`config.mk`:
```
export PLATFORM = sky130hd
export DESIGN_NAME = program_counter_stack
export DESIGN_NICKNAME = d
export VERILOG_FILES = /design/src/rtl/program_counter_stack.sv
export SDC_FILE = /design/constraint.sdc
export NUM_CORES = 1
export LEC_CHECK = 0
export ABC_CLOCK_PERIOD_IN_PS = 3100
export CAP_MARGIN = 10
export CORE_ASPECT_RATIO = 1.75
export CORE_MARGIN = 1.5
export CORE_UTILIZATION = 28
export DETAILED_ROUTE_END_ITERATION = 10
export PLACE_DENSITY_LB_ADDON = 0.15
export SLEW_MARGIN = 20
export SYNTH_ARGS = -nofsm -noshare
export SYNTH_HDL_FRONTEND = slang
export SYNTH_SLANG_ARGS = --single-unit
```
`constraint.sdc`:
```
create_clock -name clk -period 3.1 [get_ports clk]
set_input_delay 0.62 -clock clk [delete_from_list [all_inputs] [get_ports clk]]
set_output_delay 0.62 -clock clk [all_outputs]
set_load 0.03 [all_outputs]
```
`src/rtl/program_counter_stack.sv`:
```
// Fetch-stage program counter with call/return stack and sticky fault trap; all effects land one cycle after the request.
// Build with PC_BOUND_CHECK_EN to trap increments, branches and call return addresses that leave the address range.
module program_counter_stack #(
  parameter int                 ADDR_W      = 8,
  parameter int                 OFFSET_W    = 8,
  parameter int                 STACK_DEPTH = 4,
  parameter logic [ADDR_W-1:0]  RESET_ADDR  = '0
) (
  input  logic                clk,
  input  logic                reset,
  input  logic                halt,
  input  logic                branch,
  input  logic [OFFSET_W-1:0] offset,
  input  logic                jump,
  input  logic                call,
  input  logic                ret,
  input  logic [ADDR_W-1:0]   target,
  output logic [ADDR_W-1:0]   addr,
  output logic                stack_empty,
  output logic                stack_full,
  output logic                fault
);

  localparam int PTR_W = $clog2(STACK_DEPTH + 1);
  localparam int IDX_W = (STACK_DEPTH > 1) ? $clog2(STACK_DEPTH) : 1;
  localparam logic [PTR_W-1:0] DEPTH_P = PTR_W'(STACK_DEPTH);

  logic [ADDR_W-1:0] addr_q, addr_d;
  logic [PTR_W-1:0]  sp_q, sp_d;
  logic              fault_q, fault_d;
  logic              empty_q, full_q;
  logic [ADDR_W-1:0] stack_q [STACK_DEPTH];

  logic              push;
  logic [IDX_W-1:0]  push_idx, top_idx;
  logic [ADDR_W-1:0] inc_next;
  logic [ADDR_W-1:0] br_next;

`ifdef PC_BOUND_CHECK_EN
  // Two extra bits hold the carry and the sign of the true branch result.
  logic [ADDR_W:0]   inc_wide;
  logic [ADDR_W+1:0] off_wide, br_wide;
  logic              inc_oob, br_oob;

  always_comb begin
    inc_wide = {1'b0, addr_q} + (ADDR_W+1)'(1);
    off_wide = (ADDR_W+2)'($signed(offset));
    br_wide  = {2'b00, addr_q} + off_wide;
    inc_next = inc_wide[ADDR_W-1:0];
    br_next  = br_wide[ADDR_W-1:0];
    inc_oob  = inc_wide[ADDR_W];
    br_oob   = br_wide[ADDR_W+1] | br_wide[ADDR_W];
  end
`else
  logic [ADDR_W-1:0] off_ext;

  always_comb begin
    off_ext  = ADDR_W'($signed(offset));
    inc_next = addr_q + ADDR_W'(1);
    br_next  = addr_q + off_ext;
  end
`endif

  assign push_idx = IDX_W'(sp_q);
  assign top_idx  = IDX_W'(sp_q - PTR_W'(1));

  always_comb begin
    addr_d  = addr_q;
    sp_d    = sp_q;
    fault_d = fault_q;
    push    = 1'b0;
    // A latched fault freezes everything until reset.
    if (!fault_q && !halt) begin
      if (ret) begin
        if (sp_q == '0) begin
          fault_d = 1'b1;
        end else begin
          addr_d = stack_q[top_idx];
          sp_d   = sp_q - PTR_W'(1);
        end
      end else if (call) begin
        if (sp_q == DEPTH_P) begin
          fault_d = 1'b1;
`ifdef PC_BOUND_CHECK_EN
        end else if (inc_oob) begin
          fault_d = 1'b1;
`endif
        end else begin
          push   = 1'b1;
          addr_d = target;
          sp_d   = sp_q + PTR_W'(1);
        end
      end else if (jump) begin
        addr_d = target;
      end else if (branch) begin
`ifdef PC_BOUND_CHECK_EN
        if (br_oob) fault_d = 1'b1;
        else        addr_d  = br_next;
`else
        addr_d = br_next;
`endif
      end else begin
`ifdef PC_BOUND_CHECK_EN
        if (inc_oob) fault_d = 1'b1;
        else         addr_d  = inc_next;
`else
        addr_d = inc_next;
`endif
      end
    end
  end

  always_ff @(posedge clk) begin
    if (reset) begin
      addr_q  <= RESET_ADDR;
      sp_q    <= '0;
      fault_q <= 1'b0;
      empty_q <= 1'b1;
      full_q  <= 1'b0;
    end else begin
      addr_q  <= addr_d;
      sp_q    <= sp_d;
      fault_q <= fault_d;
      empty_q <= (sp_d == '0);
      full_q  <= (sp_d == DEPTH_P);
    end
  end

  // Stack contents are don't-care after reset, so no reset term here.
  always_ff @(posedge clk) begin
    if (push && !reset) stack_q[push_idx] <= inc_next;
  end

  assign addr        = addr_q;
  assign stack_empty = empty_q;
  assign stack_full  = full_q;
  assign fault       = fault_q;

endmodule

```
==> results of run 1 <==
-- logic make-up after synthesis --
logic type,after synthesis,share of synthesized area
adder cells (fa/ha/maj),14,0.0695
flip-flops,46,0.472
multiplexers,9,0.0723
AO/OA/AOI/OAI,63,0.175
buffers and inverters,19,0.0362
AND/OR/NAND/NOR,70,0.149
XOR/XNOR,8,0.0267
-- metrics by stage --
stage | instance area (µm²) | utilization | hold slack (ns) | worst slack, ns | instances
after floorplan | 2630 | - | 0.585 | 0.926 | 229
after global placement | 3120 | 0.343 | 0.507 | 0.305 | 381
after detailed placement | 3120 | 0.343 | 0.511 | 0.261 | 381
after CTS | 3280 | 0.361 | 0.536 | 0.561 | 389
after global routing | 3280 | 0.361 | 0.580 | 0.433 | 389
final | 3280 | 0.361 | 0.528 | 0.587 | 389
-- critical path: cells and delay by family --
family,cells,cell delay [ns]
AO/OA/AOI/OAI,4,0.84
AND/OR/NAND/NOR,1,0.18
adder cells (fa/ha/maj),2,0.56
buffers and inverters,2,0.52
-- layer usage --
layer | share of wire | up-vias
met5 | 0 | -
met4 | 0.046 | 0
li1 | - | 964
met2 | 0.55 | 55
met3 | 0.028 | 17
met1 | 0.38 | 960
-- registers in the layout, indices dropped and copies added, names as in the netlist --
register and count:
addr 8, stack_q 32, stack_full 1, stack_empty 1
fault 1, sp_q 3
-- worst paths after layout --
check	start	endpoint	cells past startpoint
worst min register to register	fault	fault	2
worst max register to register	addr[0]	addr[6]	8
worst max-delay path	offset[0]	addr[6]	9
worst min-delay path	fault	fault	2
-- power by group through the flow --
| stage | combinational, W | sequential, W | clock, W |
|---|---|---|---|
| final | 0.000363 | 0.000718 | 0.000608 |
| after global routing | 0.000400 | 0.000722 | 0.000638 |
| after CTS | 0.000368 | 0.000719 | 0.000617 |
| after detailed placement | 0.000365 | 0.000732 | 0 |
| after global placement | 0.000368 | 0.000731 | 0 |
| after floorplan | 0.000212 | 0.000753 | 0 |
-- cells in the mapped netlist (4+ instances only) --
| cell type | instances |
|---|---|
| mux4_2 | 8 |
| o21ai_0 | 10 |
| and3_1 | 4 |
| a21oi_1 | 14 |
| nor2_1 | 13 |
| dfxtp_1 | 14 |
| and2_1 | 5 |
| inv_1 | 9 |
| a211oi_1 | 9 |
| nor2b_1 | 4 |
| edfxtp_1 | 32 |
| nor3_1 | 5 |
| nand3_1 | 11 |
| ha_1 | 13 |
| xnor2_1 | 7 |
| nand2_1 | 7 |
-- cell type report --
class | instances | area, µm² | share of cell area
clock buffer | 6 | 129 | 0.0393
clock inverter | 2 | 37.5 | 0.0114
inverter | 9 | 33.8 | 0.0103
multi-input combinational | 164 | 1290 | 0.394
sequential | 46 | 1240 | 0.378
tap | 120 | 150 | 0.0457
timing repair buffer | 42 | 398 | 0.121
==> impl_summary.md, run 1 <==
Pwr
The switching share of power is 0.271. Of the total power, registers draw 0.425. The internal portion of the total power is 0.00123 W. The power density over cell area is 515 nW/µm². The net switching component of the power is 0.000458 W.

The design draws 0.00169 W. Of the total power, combinational logic draws 0.215. The analysis attributes to cell leakage a power of 1.13 nW. The share of total power dissipated in the clock network is 0.360. The peak supply drop is 0.214 mV.

Finish
The share of final-layout standard cells stronger than drive strength 1 is 0.134. The layout has 959 filler cells. The relative area change from synthesis to final layout is 24.8%. In the layout the commonest cells are clkdlybuf4s50_1, edfxtp_1, a21oi_1, dfxtp_1.

The final net count is 305. The commonest non-fill, non-tap cell in the layout is clkdlybuf4s50_1. The repair_antennas step left the layout with diodes totalling 0.

Synthesis
Yosys printed 0 warnings. The most used flip-flop cell after synthesis is edfxtp_1. The share of async-settable or async-resettable flops after synthesis is 0. Summing every instance area after synthesis gives 2630 µm². Synthesis inferred 46 register bits. The gate count of the mapped netlist is 229.

The largest area contributor in the netlist is edfxtp_1. For this run, the register share of the synthesized area comes to 0.472. The number of nets in the synthesized netlist is 266.

The proportion of netlist area held by the largest area contributor is 0.366. The count of flip-flops with a built-in enable after synthesis is 32. The per-instance average area after synthesis is 11.5 µm².

The number of different library cells used by synthesis comes to 61. By area the synthesized netlist is led by edfxtp_1, dfxtp_1, mux4_2.

Clocking
The number of clock buffers inserted by TritonCTS is 5. The clock tree root buffer cell is clkbuf_16. The H-tree was split into 2 levels. The post-CTS resize count is 0.

The clock tree from TritonCTS is built. Counting along the longest clock path gives a buffer depth of 2. After clock tree synthesis, the clock-pin slew on the worst setup and hold paths is 0.06 ns.

Post-CTS timing repair inserted 0 buffers for setup. CTS saw 46 sinks. For this design, the CTS-stage hold fixing added 0 buffers.

At the later pin of the worst-skew pair, clock insertion delay measures 0.29 ns.

Placed design
The detailed-placement wirelength estimate is 5210 µm. At the end of routability-driven placement, the weighted congestion stood at 0.756. Buffers placed on the I/O ports in this run total 33.

GRT
The wire length of the first global-routing pass is 10900 µm. The number of global-route vias before repair came to 2088. The global routing met1 resource utilization is 0.152. The met3 demand-to-capacity share in global routing is 0.0181. The initial antenna violation count is 0. The layer with the highest usage is met2. For this run the aggregate overflow at the end of global routing stands at 0.

The overall routing resource usage is 0.144. The global routing met2 resource utilization is 0.267. Entering global routing, the biggest net connects 23 pins.

STA
Setup violations remaining at the end of the flow were counted as 0. In the finished design, the share of the clock period the worst path needs comes to 0.811. Headroom to the max-slew limit came out at 0.632. For the pin with the worst max-slew slack, the measured transition is 0.547 ns. The setup skew after layout is 0.00447 ns. The max-slew violation total from the final report was 0. The smallest clock period supported by the final layout is computed as 2.51 ns. The setup TNS is 0 ns. Derived from the worst setup path, the maximum achievable clock frequency is 0.398 GHz. Setup repair after global routing left no endpoint under its margin. The number of endpoints with negative hold slack in the final report is 0.

Floorplanning
The die outline area is 10000 µm². In this run the count of I/O pins placed on the die edge is 34. The initial core utilization is 0.289. The floorplan has 46 rows. The region available for standard cell placement spans 9090 µm². The overall die height is 131 µm.

The x dimension of the die is 76.2 µm.

Setup path
The critical path is of the in2reg type. The required arrival time at the worst endpoint is 3.31 ns. The highest-delay cell along the critical path is clkdlybuf4s50_1. Traced cell by cell, the critical path runs through clkdlybuf4s50_1, ha_1, inv_1, fa_1, nand2b_1, a21oi_1, a31o_2, o221ai_1, a41oi_1. The register-to-register path setup slack is 0.76 ns. The worst setup path is captured at a register. The maximum fanout count along the critical path is 3. STA classifies the critical path startpoint as an input port. In this design, the stage delay of the slowest critical-path cell is 0.46 ns. The data arrival time of the critical path is 2.73 ns.

Routing
The detail route stage leaves a number of antenna-violating nets equal to 0. The number of vias in the routed layout is 1996. The number of violations reported at the end of detailed-routing iteration 0 is 59.

The routed design has 6850 µm of wire. The number of detailed-routing iterations run before antenna repair is 5. The post-route DRC violation count is 0. Using the TritonRoute via totals, the vias-per-cell ratio works out to 5.13.

The wire length per cell after detailed routing is 17.6 µm.

Run
Across the run, the number of max-cap violations was 0.

Worst hold path
The kind of path behind the tightest hold check is reg2reg.

Run status
The run finished with clean final reports.
No activity file was read; power rests on OpenSTA's default activity.
==> run 2, diff against run 1 <==
ABC_CLOCK_PERIOD_IN_PS = 2200   (was 3100)
clock period = 2.2 ns   (was 3.1 ns; I/O delays follow)
==> run 2 against run 1 <==
- sequential share of layout area is 3.0 points lower
- critical path depth is 2 lower
- setup slack worse by 0.51 ns
- count of clock-buffer cells in the layout is 1 lower
- non-clock buffer count is 29 higher
==> impl_summary.md, run 2 (synthesis results as in run 1) <==
Setup path
The count of cell instances traversed by the critical path came to 7 (was 9). The critical path capture point type is a register (unchanged). The data arrival time of the critical path was 2.34 ns (was 2.73 ns).

The type of element launching the critical path is an input port (unchanged). The highest-delay cell along the critical path is clkdlybuf4s50_1 (unchanged). CP Cell Sequence: clkdlybuf4s50_1, ha_1, a21o_1, and4_4, o31a_1, or3_1, a211oi_2 (was clkdlybuf4s50_1, ha_1, inv_1, fa_1, nand2b_1, a21oi_1, a31o_2, o221ai_1, a41oi_1).

The required arrival time at the worst endpoint came to 2.42 ns (was 3.31 ns). The family with the most delay on the worst path is compound AO/OA/AOI/OAI gates (unchanged). The maximum fanout count along the critical path is 2 (was 3). The number of cells on the worst reg-to-reg path is 8 (unchanged). The start-to-end type of the worst setup path is in2reg (unchanged). The critical path's largest stage delay is 0.43 ns (was 0.46 ns).

The worst path buffer plus inverter count came to 1 (was 2).

STA
The number of endpoints with negative hold slack in the final report was 0 (unchanged). The max-slew violation total from the final report is 0 (unchanged). The setup skew after layout is 0.00372 ns (was 0.00447 ns). The post-layout worst setup margin is 0.0778 ns (was 0.587 ns). Static timing analysis puts the maximum clock frequency at 0.471 GHz. The setup TNS came to 0 ns (unchanged).

The worst hold slack across all endpoints was 0.541 ns (was 0.528 ns). The worst max-slew margin expressed relative to the limit is 0.701 (was 0.632). The worst-margin pin slew came to 0.445 ns (was 0.547 ns). The time the final worst path needs with I/O delays and setup is 2.12 ns. Setup repair after global routing missed its margin: no (unchanged). The final count of negative-setup-slack endpoints is 0 (unchanged). Dividing the final minimum period by the clock period gives 0.965.

Clocking
The clock tree from TritonCTS is built (unchanged). The CTS clock-pin slew for the worst setup and hold paths came to 0.07 ns (was 0.06 ns). The clock tree root buffer cell was clkbuf_16 (unchanged). The number of buffers on the longest clock path is 2 (unchanged). The clock insertion delay at the later pin of the skew report is 0.29 ns (about the same). The CTS H-tree depth is 2 (unchanged). The cts-stage hold buffer count is 0 (unchanged). The total clock sinks is 46 (unchanged).

The number of clock buffers inserted by TritonCTS came to 5 (unchanged).

Pwr
The peak supply drop is 0.301 mV (was 0.214 mV). The internal power summed over all cells came to 0.00169 W (was 0.00123 W). The static power due to leakage is 1.29 nW (was 1.13 nW). The final total power is 0.00236 W (was 0.00169 W). The sequential share of power is 0.424 (was 0.425). The net switching component of the power was 0.000678 W (was 0.000458 W).

The switching share of power is 0.287 (was 0.271). The fraction of power consumed by the clock network is 0.322 (was 0.360). The power density over cell area is 663 nW/µm² (was 515 nW/µm²). The combinational group share of total power is 0.254 (was 0.215).

Placed design
The detailed-placement wirelength estimate is 5530 µm (was 5210 µm). The routability congestion estimate is 0.759 (was 0.756). The post-placement cell count came to 409 (was 381). The pre-CTS setup slack came to -0.303 ns (was 0.261 ns). The number of buffer cells added on primary ports is 33 (unchanged).

GRT
The met3 demand-to-capacity share in global routing is 0.0146 (was 0.0181). The global routing met1 resource utilization is 0.154 (was 0.152). The wire length of the first global-routing pass is 11400 µm (was 10900 µm). The layer with the highest usage is met2 (unchanged).

The number of global-route vias before repair is 2215 (was 2088). The overall routing resource usage is 0.150 (was 0.144). The sum of overflow across all layers after global routing was 0 (unchanged). The initial antenna violation count came to 0 (unchanged). The global routing met2 resource utilization was 0.294 (was 0.267). The maximum number of pins on one net before global-route repair came to 22 (was 23).

Routing
The number of vias in the routed layout is 2079 (was 1996). The remaining antenna violation count is 0 (unchanged). The number of violations reported at the end of detailed-routing iteration 0 was 77 (was 59). The wire length per cell after detailed routing was 17.1 µm (was 17.6 µm). The post-route DRC violation count is 0 (unchanged). The number of detailed-routing iterations run before antenna repair is 4 (was 5). The post-detailed-route via-to-cell ratio came to 4.97 (was 5.13). The final wirelength is 7130 µm (was 6850 µm).

Floorplanning
The number of primary I/O pins is 34 (unchanged). The total number of placement rows was 46 (unchanged). The overall die height is 131 µm (unchanged). The x dimension of the die is 76.2 µm (unchanged).

The die outline area is 10000 µm² (unchanged). The area inside the core boundary is 9090 µm² (unchanged). The initial core utilization is 0.289 (unchanged).

Finish
The area of combinational cells with multiple inputs was 1310 µm² (was 1290 µm²). The sequential cell area in the final layout came to 1240 µm² (unchanged). The relative area change from synthesis to final layout is 35.5% (was 24.8%). The share of final-layout standard cells stronger than drive strength 1 is 0.235 (was 0.134). The final instance count without filler cells came to 418 (was 389).

The layout filler cell count is 969 (was 959). The number of flip-flops under the largest register name is 32 (unchanged). Leading cell types in the layout, fill and taps excluded: clkdlybuf4s50_1, buf_4, edfxtp_1 (was clkdlybuf4s50_1, edfxtp_1, a21oi_1, dfxtp_1).

The final net count came to 334 (was 305). The antenna diode instance count came to 0 (unchanged). The register name with the most flops is stack_q (unchanged).

Worst hold path
The kind of path behind the tightest hold check is reg2reg (unchanged). The number of cells on the worst hold path came to 2 (unchanged).

Run status
Run status: completed (unchanged).

Run
The number of maximum-capacitance constraint violations is 0 (unchanged).
[run 2: cell types whose count changed in the layout (fill, tap and decap cells not counted), sizes merged]
cell and change:
buf +29, bufinv -1, clkbuf -1, clkinv +1, inv +1
[run 2: worst reg2reg max path, stage by stage (launching register included)]
cell	delay, ns
dfxtp_1	0.39
inv_1	0.08
ha_1	0.25
and2_2	0.24
a221o_1	0.37
buf_12	0.16
o21ai_2	0.12
o311a_1	0.18
a211oi_2	0.06
[run 2: path summary, 6_finish.rpt]
path	endpoint	slack [ns]	from
worst max-delay path	addr[5]	0.08	offset[1]
worst min-delay path	fault	0.54	fault
worst max register to register	addr[5]	0.25	sp_q[1]
worst min register to register	fault	0.54	fault
[run 2: cell type report]
type / count / area share
tap: 120 / 0.0421
clock inverter: 3 / 0.00702
multi-input combinational: 164 / 0.367
clock buffer: 5 / 0.0351
sequential: 46 / 0.348
inverter: 9 / 0.00948
timing repair buffer: 71 / 0.190
[run 2: what timing repair did]
item	4_1_cts	5_1_grt
setup endpoints to repair	1	3
pin swaps	1	3
buffers inserted	0	1
resized for setup	0	4
endpoints found under the hold margin	0	0
[run 2: metal layers]
metal / routed length [µm] / up-vias
met1: 2790 / 1014
met5: 0 / -
met2: 4060 / 29
met4: 167 / 0
li1: - / 1028
met3: 104 / 8
[run 2: metrics by stage]
stage | util | cell area, µm²
floorplan | - | 2630
global placement | 0.373 | 3390
detailed placement | 0.373 | 3390
CTS | 0.389 | 3540
global route | 0.392 | 3560
finish | 0.392 | 3560
[run 2: power groups by stage]
| stage | combinational (W) | sequential, W | clock, W |
|---|---|---|---|
| 6_report | 0.000601 | 0.00100 | 0.000761 |
| 5_1_grt | 0.000658 | 0.00100 | 0.000819 |
| 4_1_cts | 0.000601 | 0.00100 | 0.000783 |
| 3_5_place_dp | 0.000597 | 0.00102 | 0 |
| 3_3_place_gp | 0.000599 | 0.00102 | 0 |
| 2_1_floorplan | 0.000299 | 0.00106 | 0 |
